[src/rtl/fetch_pc.sv]
// ============================================================================
// Module      : fetch_pc
// Description : Fetch-stage PC generator. Fetches one instruction per memory
//               handshake, predecodes B-type/JAL, drives the branch predictor
//               and hands {inst, pc, prediction} to decode.
// Revision    : 1.0 - initial release
// ============================================================================
`default_nettype none

module fetch_pc #(
   parameter int                ADDR_W   = 32,
   parameter int                INST_W   = 32,
   parameter logic [ADDR_W-1:0] RESET_PC = '0
) (
   input  logic              clk,
   input  logic              rst,
   input  logic              rdy,
   output logic              mem_req,
   output logic [ADDR_W-1:0] mem_addr,
   input  logic              mem_ack,
   input  logic [INST_W-1:0] mem_inst,
   output logic              pred_insert_en,
   output logic              pred_mux,
   output logic [ADDR_W-1:0] pred_pc1,
   output logic [ADDR_W-1:0] pred_pc2,
   input  logic              pred_taken,
   input  logic              rob_redirect,
   input  logic [ADDR_W-1:0] rob_target,
   output logic              dec_valid,
   input  logic              dec_ready,
   output logic [INST_W-1:0] dec_inst,
   output logic [ADDR_W-1:0] dec_pc,
   output logic              dec_pred_taken,
   output logic [ADDR_W-1:0] dec_pred_target
);

   localparam logic [1:0] S_REQ   = 2'd0;
   localparam logic [1:0] S_WAIT  = 2'd1;
   localparam logic [1:0] S_HOLD  = 2'd2;
   localparam logic [1:0] S_DRAIN = 2'd3;

   localparam logic [6:0]        c_op_branch = 7'b1100011;
   localparam logic [6:0]        c_op_jal    = 7'b1101111;
   localparam logic [ADDR_W-1:0] c_pc_step   = ADDR_W'(4);

   logic [1:0]        r_state;
   logic [1:0]        w_next_state;
   logic [ADDR_W-1:0] r_pc;
   logic [ADDR_W-1:0] r_stale_addr;
   logic [INST_W-1:0] r_dec_inst;
   logic [ADDR_W-1:0] r_dec_pc;
   logic              r_dec_pred_taken;
   logic [ADDR_W-1:0] r_dec_pred_target;

   logic              w_is_branch;
   logic              w_is_jal;
   logic [ADDR_W-1:0] w_imm_b;
   logic [ADDR_W-1:0] w_imm_j;
   logic [ADDR_W-1:0] w_next_pc;
   logic              w_next_taken;
   logic              w_accept;
   logic              w_outstanding;

   // Predecode of the instruction arriving on the memory bus
   assign w_is_branch = (mem_inst[6:0] == c_op_branch);
   assign w_is_jal    = (mem_inst[6:0] == c_op_jal);
   assign w_imm_b     = {{(ADDR_W-12){mem_inst[31]}}, mem_inst[7], mem_inst[30:25],
                         mem_inst[11:8], 1'b0};
   assign w_imm_j     = {{(ADDR_W-20){mem_inst[31]}}, mem_inst[19:12], mem_inst[20],
                         mem_inst[30:21], 1'b0};

   always_comb begin
      w_next_pc    = r_pc + c_pc_step;
      w_next_taken = 1'b0;
      if (w_is_jal) begin
         w_next_pc    = r_pc + w_imm_j;
         w_next_taken = 1'b1;
      end else if (w_is_branch && pred_taken) begin
         w_next_pc    = r_pc + w_imm_b;
         w_next_taken = 1'b1;
      end
   end

   assign w_accept      = (r_state == S_WAIT) && mem_ack && !rob_redirect;
   // A request is on the bus in REQ/WAIT; without an ack it must be drained.
   assign w_outstanding = ((r_state == S_REQ) || (r_state == S_WAIT)) && !mem_ack;

   // State register
   always_ff @(posedge clk) begin
      if (!rst) begin
         r_state <= S_REQ;
      end else if (rdy) begin
         r_state <= w_next_state;
      end
   end

   // Next-state logic
   always_comb begin
      w_next_state = r_state;
      if (rob_redirect) begin
         if (w_outstanding || ((r_state == S_DRAIN) && !mem_ack)) begin
            w_next_state = S_DRAIN;
         end else begin
            w_next_state = S_REQ;
         end
      end else begin
         case (r_state)
            S_REQ:   w_next_state = S_WAIT;
            S_WAIT:  if (mem_ack)   w_next_state = S_HOLD;
            S_HOLD:  if (dec_ready) w_next_state = S_REQ;
            S_DRAIN: if (mem_ack)   w_next_state = S_REQ;
            default: w_next_state = S_REQ;
         endcase
      end
   end

   // Datapath registers
   always_ff @(posedge clk) begin
      if (!rst) begin
         r_pc              <= RESET_PC;
         r_stale_addr      <= '0;
         r_dec_inst        <= '0;
         r_dec_pc          <= '0;
         r_dec_pred_taken  <= 1'b0;
         r_dec_pred_target <= '0;
      end else if (rdy) begin
         if (rob_redirect) begin
            r_pc <= rob_target;
            if (w_outstanding) begin
               r_stale_addr <= r_pc;
            end
         end else if (w_accept) begin
            r_dec_inst        <= mem_inst;
            r_dec_pc          <= r_pc;
            r_dec_pred_taken  <= w_next_taken;
            r_dec_pred_target <= w_next_pc;
         end else if ((r_state == S_HOLD) && dec_ready) begin
            r_pc <= r_dec_pred_target;
         end
      end
   end

   // Outputs; the request is masked while reset is held
   always_comb begin
      mem_req        = rst && (r_state != S_HOLD);
      mem_addr       = (r_state == S_DRAIN) ? r_stale_addr : r_pc;
      pred_insert_en = rst && rdy && w_accept && w_is_branch;
      pred_mux       = 1'b0;
      pred_pc1       = r_pc;
      pred_pc2       = r_pc;
      dec_valid      = (r_state == S_HOLD);
   end

   assign dec_inst        = r_dec_inst;
   assign dec_pc          = r_dec_pc;
   assign dec_pred_taken  = r_dec_pred_taken;
   assign dec_pred_target = r_dec_pred_target;

endmodule

`default_nettype wire

[config.mk]
export PLATFORM = sky130hd
export DESIGN_NAME = fetch_pc
export DESIGN_NICKNAME = d
export VERILOG_FILES = /design/src/rtl/fetch_pc.sv
export SDC_FILE = /design/constraint.sdc
export NUM_CORES = 1
export LEC_CHECK = 0
export ABC_AREA = 1
export BUFFER_PORTS_ARGS = -buffer_cell sky130_fd_sc_hd__buf_2
export CORE_MARGIN = 2
export CORE_UTILIZATION = 50
export DETAILED_ROUTE_END_ITERATION = 10
export PLACE_DENSITY = 0.89
export SETUP_SLACK_MARGIN = 0.5
export SLEW_MARGIN = 20
export SYNTH_ARGS = -nofsm -noshare
export SYNTH_HDL_FRONTEND = slang
export SYNTH_SLANG_ARGS = --single-unit
[constraint.sdc]
create_clock -name clk -period 2.2 [get_ports clk]
set_clock_uncertainty 0.2 [all_clocks]
set_input_delay 0.33 -clock clk [delete_from_list [all_inputs] [get_ports clk]]
set_output_delay 0.33 -clock clk [all_outputs]
set_load 0.01 [all_outputs]
==> flow_summary_export.csv, run 1 <==
group,metric,value,unit
cts,cts.sinks,162,
run_status,status,"did not finish",
run_status,lastStage,"global routing",
floorplan,rows,54,
yosys,netlist_area,11200,um^2
yosys,synth_edf_count,0,
yosys,synth-seq-area-share,28.9,%
global_route,grt_max_degree,96,
yosys,syn_nets,1950,
yosys,syn_area_per_cell,6.13,um^2
placed_design,post-dp-hpwl,36.0,mm
floorplan,start_util,51.2,%
yosys,synth_ff_type,"dfxtp_1",
global_route,grt_use_total,66.7,%
yosys,syn_inst,1833,
global_route,grt_overflow_total,42,
yosys,synth_top_area_share,28.9,%
placed_design,port_buffers,266,
global_route,first_global_vias,19500,
cts,htreeDepth,4,
floorplan,io_pins,268,
floorplan,die_w,154,um
yosys,synth.ff_latch_count,162,
run_status,run.stop_error,"[ERROR GRT-0116] Global routing finished with congestion. Check the congestion regions in the DRC Viewer.",
yosys,synth.area.top_cells,"dfxtp_1 29%, nand2_1 16%, o21ai_0 9.0%",
global_route,grt_pass1_wl,120,mm
floorplan,fp.dieH,154,um
cts,root_buffer,"clkbuf_16",
yosys,post_synth_num_cell_types,48,
yosys,yosysWarnings,0,
yosys,async_flop_share,0,%
placed_design,place_congestion,1.00,
placed_design,dp_worst_setup_slack,-376,ps
yosys,synth_top_area_cell,"dfxtp_1",
placed_design,dpl.cell_count,2499,
cts,clock_path_buffers,2,
cts,cts_buffers,17,
[per-stage QoR]
stage | TNS [ps] | instance area, um^2 | hold slack [ps] | utilization [%]
after floorplan | 0 | 11800 | 265 | -
after global placement | -5630 | 14700 | 276 | 67.0
after detailed placement | -6240 | 14700 | 285 | 67.0
after CTS | -372 | 18400 | 0.802 | 83.6
[kinds of logic after synthesis]
group / count (synthesis) / share of synthesized area (%)
other: 1 / 0.0334
AND/OR/NAND/NOR: 836 / 31.0
flip-flops: 162 / 28.9
AO/OA/AOI/OAI: 456 / 21.4
buffers and inverters: 311 / 11.8
adder cells (fa/ha/maj): 46 / 5.25
XOR/XNOR: 19 / 1.48
multiplexers: 2 / 0.200
[per-layer routing]
| layer | global-route usage, % | overflow |
|---|---|---|
| met4 | 67.2 | 19 |
| met1 | 66.9 | 1 |
| met2 | 86.7 | 22 |
| met3 | 46.6 | 0 |
| met5 | 17.2 | 0 |
[cell usage after synthesis, types with 4 or more instances]
| library cell | number |
|---|---|
| nor3_1 | 18 |
| o21ai_1 | 7 |
| a31oi_1 | 45 |
| nand2_2 | 7 |
| nand2_1 | 474 |
| buf_2 | 18 |
| nor2_1 | 197 |
| xor2_1 | 17 |
| nand4_1 | 13 |
| nor2_4 | 5 |
| a21oi_1 | 177 |
| ha_1 | 44 |
| o211ai_1 | 4 |
| o21bai_1 | 7 |
| buf_4 | 35 |
| dfxtp_1 | 162 |
| nand3_1 | 100 |
| o21ai_0 | 201 |
| nor2_2 | 4 |
| inv_1 | 189 |
| inv_2 | 6 |
| clkbuf_1 | 57 |
[what timing repair did]
item | 4_1_cts
buffers inserted | 51
hold buffers | 51
setup endpoints to repair | 154
hold endpoints to repair | 51
resized for setup | 378
cloned | 21
pin swaps | 78
==> run 2, diff against run 1 <==
- CORE_UTILIZATION: 50 -> 40
- PLACE_DENSITY: 0.89 -> not set
- PLACE_DENSITY_LB_ADDON: not set -> 0.15
- SETUP_SLACK_MARGIN: 0.5 -> not set
- clock period: 2.2 -> 2.85 ns (I/O delays scaled with it)
==> run 2 against run 1 <==
The run now ends clean. Synthesized cell count is the same. Area after synthesis is the same.
==> flow_summary_export.csv, run 2 <==
group,metric,value,unit
layout,final_common_cell,"nand2_1",
placed_design,postPlaceCellArea,13500,um^2
timing,setup_viol,0,
yosys,synth_fa_ha_area_share,5.25,%
global_route,grt_use_total,32.0,%
drt,vias,13300,
timing,period_needed,2710,ps
yosys,syn_nets,1950,
worst_setup_path,r2r_slack,140,ps
layout,fillers,2966,
cts,cts.sinks,162,
drt,wl_per_cell,18.8,um
power_and_ir_drop,ir_drop,0.463,mV
worst_setup_path,r2r_cells,12,
worst_hold_path,hp-class,"input port to flip-flop",
yosys,yosysMostFrequentCell,"nand2_1",
cts,htreeDepth,4,
timing,max_freq,0.369,GHz
cts,hold_buffers,0,
drt,drt_first_pass_iters,6,
layout,drive_gt1_share,21.8,%
drt,drt_iter0_drc,1045,
drt,antenna_left,0,
worst_setup_path,crit_fanout,4,
cts,clk_latency,450,ps
floorplan,dieArea,29500,um^2
placed_design,place_congestion,0.944,
power_and_ir_drop,switching_power,0.00243,W
worst_setup_path,worstSetupEndpointType,"flip-flop",
worst_hold_path,min_to,"dec_inst[13]",
power_and_ir_drop,p_leak,7.40,nW
floorplan,die_w,172,um
power_and_ir_drop,p_seq_share,36.6,%
yosys,synth_top_area_share,28.9,%
worst_setup_path,r2r-end,"dec_pred_target[18]",
worst_setup_path,worstReg2RegStart,"pred_pc1[17]",
timing,finalHoldViolations,0,
global_route,antenna_found_initial,1,
floorplan,start_util,40.6,%
placed_design,post-dp-hpwl,36.4,mm
yosys,synth.ff_latch_count,162,
timing,worst_slew_pin_slew,636,ps
timing,finalMaxSlewViolations,0,
worst_setup_path,crit_path_start_kind,"flip-flop",
placed_design,port_buffers,266,
drt,drc_errors,0,
floorplan,core_area,27700,um^2
global_route,grt_overflow_total,0,
timing,slew_headroom,57.6,%
cts,clock_path_buffers,2,
drt,drt_wl_total,47.3,mm
global_route,first_global_vias,12700,
cts,path_clk_slew,80,ps
yosys,netlist_area,11200,um^2
worst_setup_path,path_class,"flip-flop to flip-flop",
cts,cts_buffers,17,
yosys,synth.area.top_cells,"dfxtp_1 29%, nand2_1 16%, o21ai_0 9.0%",
timing,tns,0,ps
yosys,synth_top_family_by_area,"simple AND/OR/NAND/NOR gates",
cts,cts_resized,0,
global_route,grt_max_degree,154,
power_and_ir_drop,p_int,0.00426,W
power_and_ir_drop,p_clk_share,37.4,%
floorplan,fp.dieH,172,um
yosys,synth-seq-area-share,28.9,%
floorplan,io_pins,268,
yosys,synth-simple-area-share,31.0,%
layout,design_area,14200,um^2
worst_setup_path,required,3030,ps
power_and_ir_drop,p_sw_share,36.3,%
layout,seqCellArea,3250,um^2
drt,vias_per_cell,5.29,
layout,multi_input_area,6700,um^2
timing,rsz0062_at_grt,"false",
yosys,synth_mux_area_share,0.200,%
yosys,yosys.area_share.xor_xnor,1.48,%
layout,mostFrequentLayoutCells,"473 x nand2_1, 265 x buf_2, 200 x o21ai_0, 197 x nor2_1, 189 x inv_1",
cts,postCtsSetupBuffers,0,
yosys,synth_common_cells,"474 x nand2_1, 201 x o21ai_0, 197 x nor2_1",
yosys,syn_area_per_cell,6.13,um^2
layout,antenna_cells,0,
yosys,synth_compound_area_share,21.4,%
timing,fin_crit_sh,95.0,%
yosys,yosysWarnings,0,
layout,area_growth_syn_to_layout,26.0,%
power_and_ir_drop,p_comb_share,26.0,%
yosys,synth_ff_type,"dfxtp_1",
yosys,synth_top_area_cell,"dfxtp_1",
worst_hold_path,hold_depth,3,
yosys,post_synth_num_cell_types,48,
flow_run,drv_cap,0,
yosys,syn_inst,1833,
cts,cts_tree,"yes",
timing,timing.final.ws_setup,142,ps
worst_setup_path,arrival,2890,ps
cts,root_buffer,"clkbuf_16",
floorplan,rows,61,
layout,fin_nets,2248,
yosys,synth_edf_count,0,
yosys,async_flop_share,0,%
run_status,status,"completed",
global_route,grt_pass1_wl,71.6,mm
worst_hold_path,hold_start,"mem_inst[13]",
power_and_ir_drop,p_per_area,473,nW/um^2
placed_design,dp_worst_setup_slack,-28.2,ps
[run 2: layout make-up]
cell class / count / area share [%]
clock inverter: 14 / 1.27
clock buffer: 18 / 3.03
tap: 378 / 3.34
inverter: 198 / 5.26
multi-input combinational: 1360 / 47.3
sequential: 162 / 22.9
timing repair buffer: 392 / 16.9
[run 2: layer usage]
metal | routed length, um | vias to the layer above | part of all wire, % | global-route usage [%]
met4 | 2290 | 2 | 4.8 | 15.7
met1 | 20500 | 6131 | 43 | 41.3
met2 | 21700 | 550 | 46 | 52.7
met3 | 2930 | 100 | 6.2 | 4.03
met5 | 14 | - | 0.030 | 0
li1 | - | 6546 | - | -
[run 2: how the worst max path moves through the flow]
| stage | slack (ps) | to | from | depth (start not counted) |
|---|---|---|---|---|
| floorplan | 450 | dec_pred_target[31] | pred_pc1[1] | 16 |
| global placement | -120 | dec_pred_target[18] | mem_inst[17] | 13 |
| detailed placement | -30 | dec_pred_target[18] | mem_inst[17] | 13 |
| CTS | 50 | dec_pred_target[18] | pred_pc1[17] | 12 |
| global route | 9 | dec_pred_target[31] | pred_pc1[1] | 16 |
| finish | 140 | dec_pred_target[18] | pred_pc1[17] | 12 |
[run 2: cell families (layout without fill, tap and decap cells)]
logic type	count (synthesis)	count (layout)
simple gates	836	836
compound gates	456	456
buf+inv	311	622
flops	162	162
fa+ha+maj	46	46
xor+xnor	19	19
mux	2	2
other cells	1	1
[run 2: worst max-delay path, cell delays in order, from the launching register on]
cell	delay, ps
dfxtp_1	480
ha_1	300
buf_4	170
a21oi_1	230
nand2_1	200
a21oi_4	220
nand3_1	170
nand2_1	90
nand2_1	40
o21ai_0	220
buf_4	160
inv_1	40
a21oi_1	120
[run 2: metrics by stage]
step	instances	power (W)	hold slack (ps)	util (%)
after detailed placement	2490	0.00421	289	48.8
final	2522	0.00669	28.5	51.1
after CTS	2522	0.00669	22.6	51.0
after global placement	2490	0.00420	288	48.8
after floorplan	1833	0.00347	274	-
after global routing	2522	0.00698	44.2	51.1
[run 2: power by group through the flow]
stage          Clock, W  Sequential, W  Combinational [W]
6_report        0.00250        0.00245            0.00174
5_1_grt         0.00260        0.00246            0.00192
4_1_cts         0.00252        0.00245            0.00172
3_5_place_dp          0        0.00250            0.00171
3_3_place_gp          0        0.00250            0.00170
2_1_floorplan         0        0.00252           0.000950
No activity file was read; power rests on OpenSTA's default activity.
==> run 3, diff against run 2 <==
- BUFFER_PORTS_ARGS: -buffer_cell sky130_fd_sc_hd__buf_2 -> not set
- DONT_BUFFER_PORTS: not set -> 1
==> run 3 against run 2 <==
Maximum frequency grew 1.7%. Wire length shrank 0.83%. Sequential share of layout area grew 1.6 points. Sequential cell count is the same. Critical endpoint is now dec_pred_target[30].
==> flow_summary_export.csv, run 3 (synthesis gave the netlist of run 2 again) <==
group,metric,value,unit
cts,path_clk_slew,80,ps
global_route,grt_overflow_total,0,
power_and_ir_drop,ir_drop,0.362,mV
timing,setup_viol,0,
cts,root_buffer,"clkbuf_16",
timing,rsz0062_at_grt,"false",
worst_setup_path,path_class,"flip-flop to flip-flop",
layout,final_common_cell,"nand2_1",
floorplan,rows,61,
drt,vias,12400,
global_route,grt_max_degree,159,
global_route,grt_use_total,31.7,%
timing,slew_headroom,27.9,%
global_route,first_global_vias,11800,
worst_setup_path,crit_fanout,6,
worst_setup_path,slowest_stage,"dfxtp_1",
placed_design,dp_worst_setup_slack,36.3,ps
global_route,antenna_found_initial,0,
cts,cts_buffers,17,
drt,vias_per_cell,5.39,
power_and_ir_drop,p_comb_share,23.7,%
timing,period_needed,2660,ps
worst_setup_path,cp_cell_sequence,"buf_4, inv_1, nor3_1, nand2_1, nor3_1, nand2_1, nand2_1, nand2_1, a21oi_1, nand2_1, nand2_1, a21oi_2",
cts,cts.sinks,162,
worst_setup_path,critPathTopFamily,"simple AND/OR/NAND/NOR gates",
flow_run,drv_cap,0,
worst_setup_path,r2r_slack,190,ps
timing,max_freq,0.376,GHz
layout,drive_gt1_share,8.88,%
layout,fin_nets,2018,
drt,antenna_left,0,
layout,mostFrequentLayoutCells,"472 x nand2_1, 197 x nor2_1, 197 x o21ai_0, 189 x inv_1, 177 x a21oi_1",
timing,finalHoldViolations,0,
power_and_ir_drop,p_sw_share,35.6,%
power_and_ir_drop,switching_power,0.00229,W
timing,fin_crit_sh,93.4,%
power_and_ir_drop,p_int,0.00415,W
layout,fillers,2944,
worst_setup_path,crit_path_start_kind,"flip-flop",
cts,htreeDepth,4,
layout,area_growth_syn_to_layout,17.9,%
power_and_ir_drop,p_leak,6.21,nW
placed_design,place_congestion,0.920,
timing,tns,0,ps
placed_design,postPlaceCellArea,11900,um^2
worst_setup_path,path_buf_inv,2,
floorplan,start_util,40.6,%
timing,worst_slew_pin_slew,1080,ps
global_route,grt_pass1_wl,69.9,mm
power_and_ir_drop,p_per_area,486,nW/um^2
floorplan,dieArea,29500,um^2
placed_design,port_buffers,0,
layout,antenna_cells,0,
worst_setup_path,arrival,2790,ps
drt,drt_wl_total,47.0,mm
worst_hold_path,hp-class,"input port to flip-flop",
worst_setup_path,cpPeakStageDelay,560,ps
drt,drc_errors,0,
layout,final_util,47.8,%
cts,clock_path_buffers,2,
drt,drt_iter0_drc,946,
worst_setup_path,required,2980,ps
layout,design_area,13300,um^2
worst_setup_path,worstSetupEndpointType,"flip-flop",
timing,finalMaxSlewViolations,0,
timing,timing.final.ws_setup,188,ps
timing,hold_slack,20.0,ps
worst_setup_path,crit_path_frequent_cell,"nand2_1",
floorplan,die_w,172,um
run_status,status,"completed",
power_and_ir_drop,p_seq_share,38.5,%
floorplan,io_pins,268,
drt,drt_first_pass_iters,6,
floorplan,core_area,27700,um^2
cts,cts_tree,"yes",
floorplan,fp.dieH,172,um
power_and_ir_drop,p_clk_share,37.8,%
placed_design,post-dp-hpwl,35.0,mm
drt,wl_per_cell,20.5,um
cts,clk_latency,450,ps
run 3: timing repair:
action,4_1_cts,5_1_grt
endpoints found under the setup margin,0,10
hold endpoints to repair,159,0
buffers inserted,0,2
hold buffers,69,0
resized for setup,0,9
run 3: power groups by stage:
stage                     clock, W  sequential [W]  combinational (W)
after floorplan                  0         0.00252           0.000950
after global placement           0         0.00253            0.00138
after detailed placement         0         0.00253            0.00138
after CTS                  0.00246         0.00248            0.00151
after global routing       0.00255         0.00249            0.00169
final                      0.00243         0.00248            0.00153
run 3: cell type report:
class | instances | area, um^2 | area share [%]
Clock buffer | 18 | 439 | 3.31
Clock inverter | 14 | 164 | 1.24
Inverter | 198 | 744 | 5.62
Multi-Input combinational cell | 1360 | 6690 | 50.5
Sequential cell | 162 | 3250 | 24.5
Tap cell | 378 | 473 | 3.57
Timing Repair Buffer | 162 | 1490 | 11.3
run 3: metal layers:
layer  vias up  global-route usage [%]  part of all wire [%]
li1       6112                       -                     -
met1      5686                    38.1                    41
met2       484                    53.7                    47
met3        76                    7.75                   8.3
met4         0                    13.6                   4.0
met5         -                       0                     0
run 3: path summary, 6_finish.rpt:
kind | start | endpoint | cells after the start
setup / recovery | pred_pc1[15] | dec_pred_target[30] | 12
hold reg to reg | r_stale_addr[0] | r_stale_addr[0] | 2
setup reg to reg | pred_pc1[15] | dec_pred_target[30] | 12
hold / removal | mem_inst[9] | dec_inst[9] | 2
run 3: metrics by stage:
stage | cells | total power, W
2_1_floorplan | 1833 | 0.00347
3_3_place_gp | 2189 | 0.00391
3_5_place_dp | 2189 | 0.00391
4_1_cts | 2290 | 0.00645
5_1_grt | 2292 | 0.00673
6_report | 2292 | 0.00644
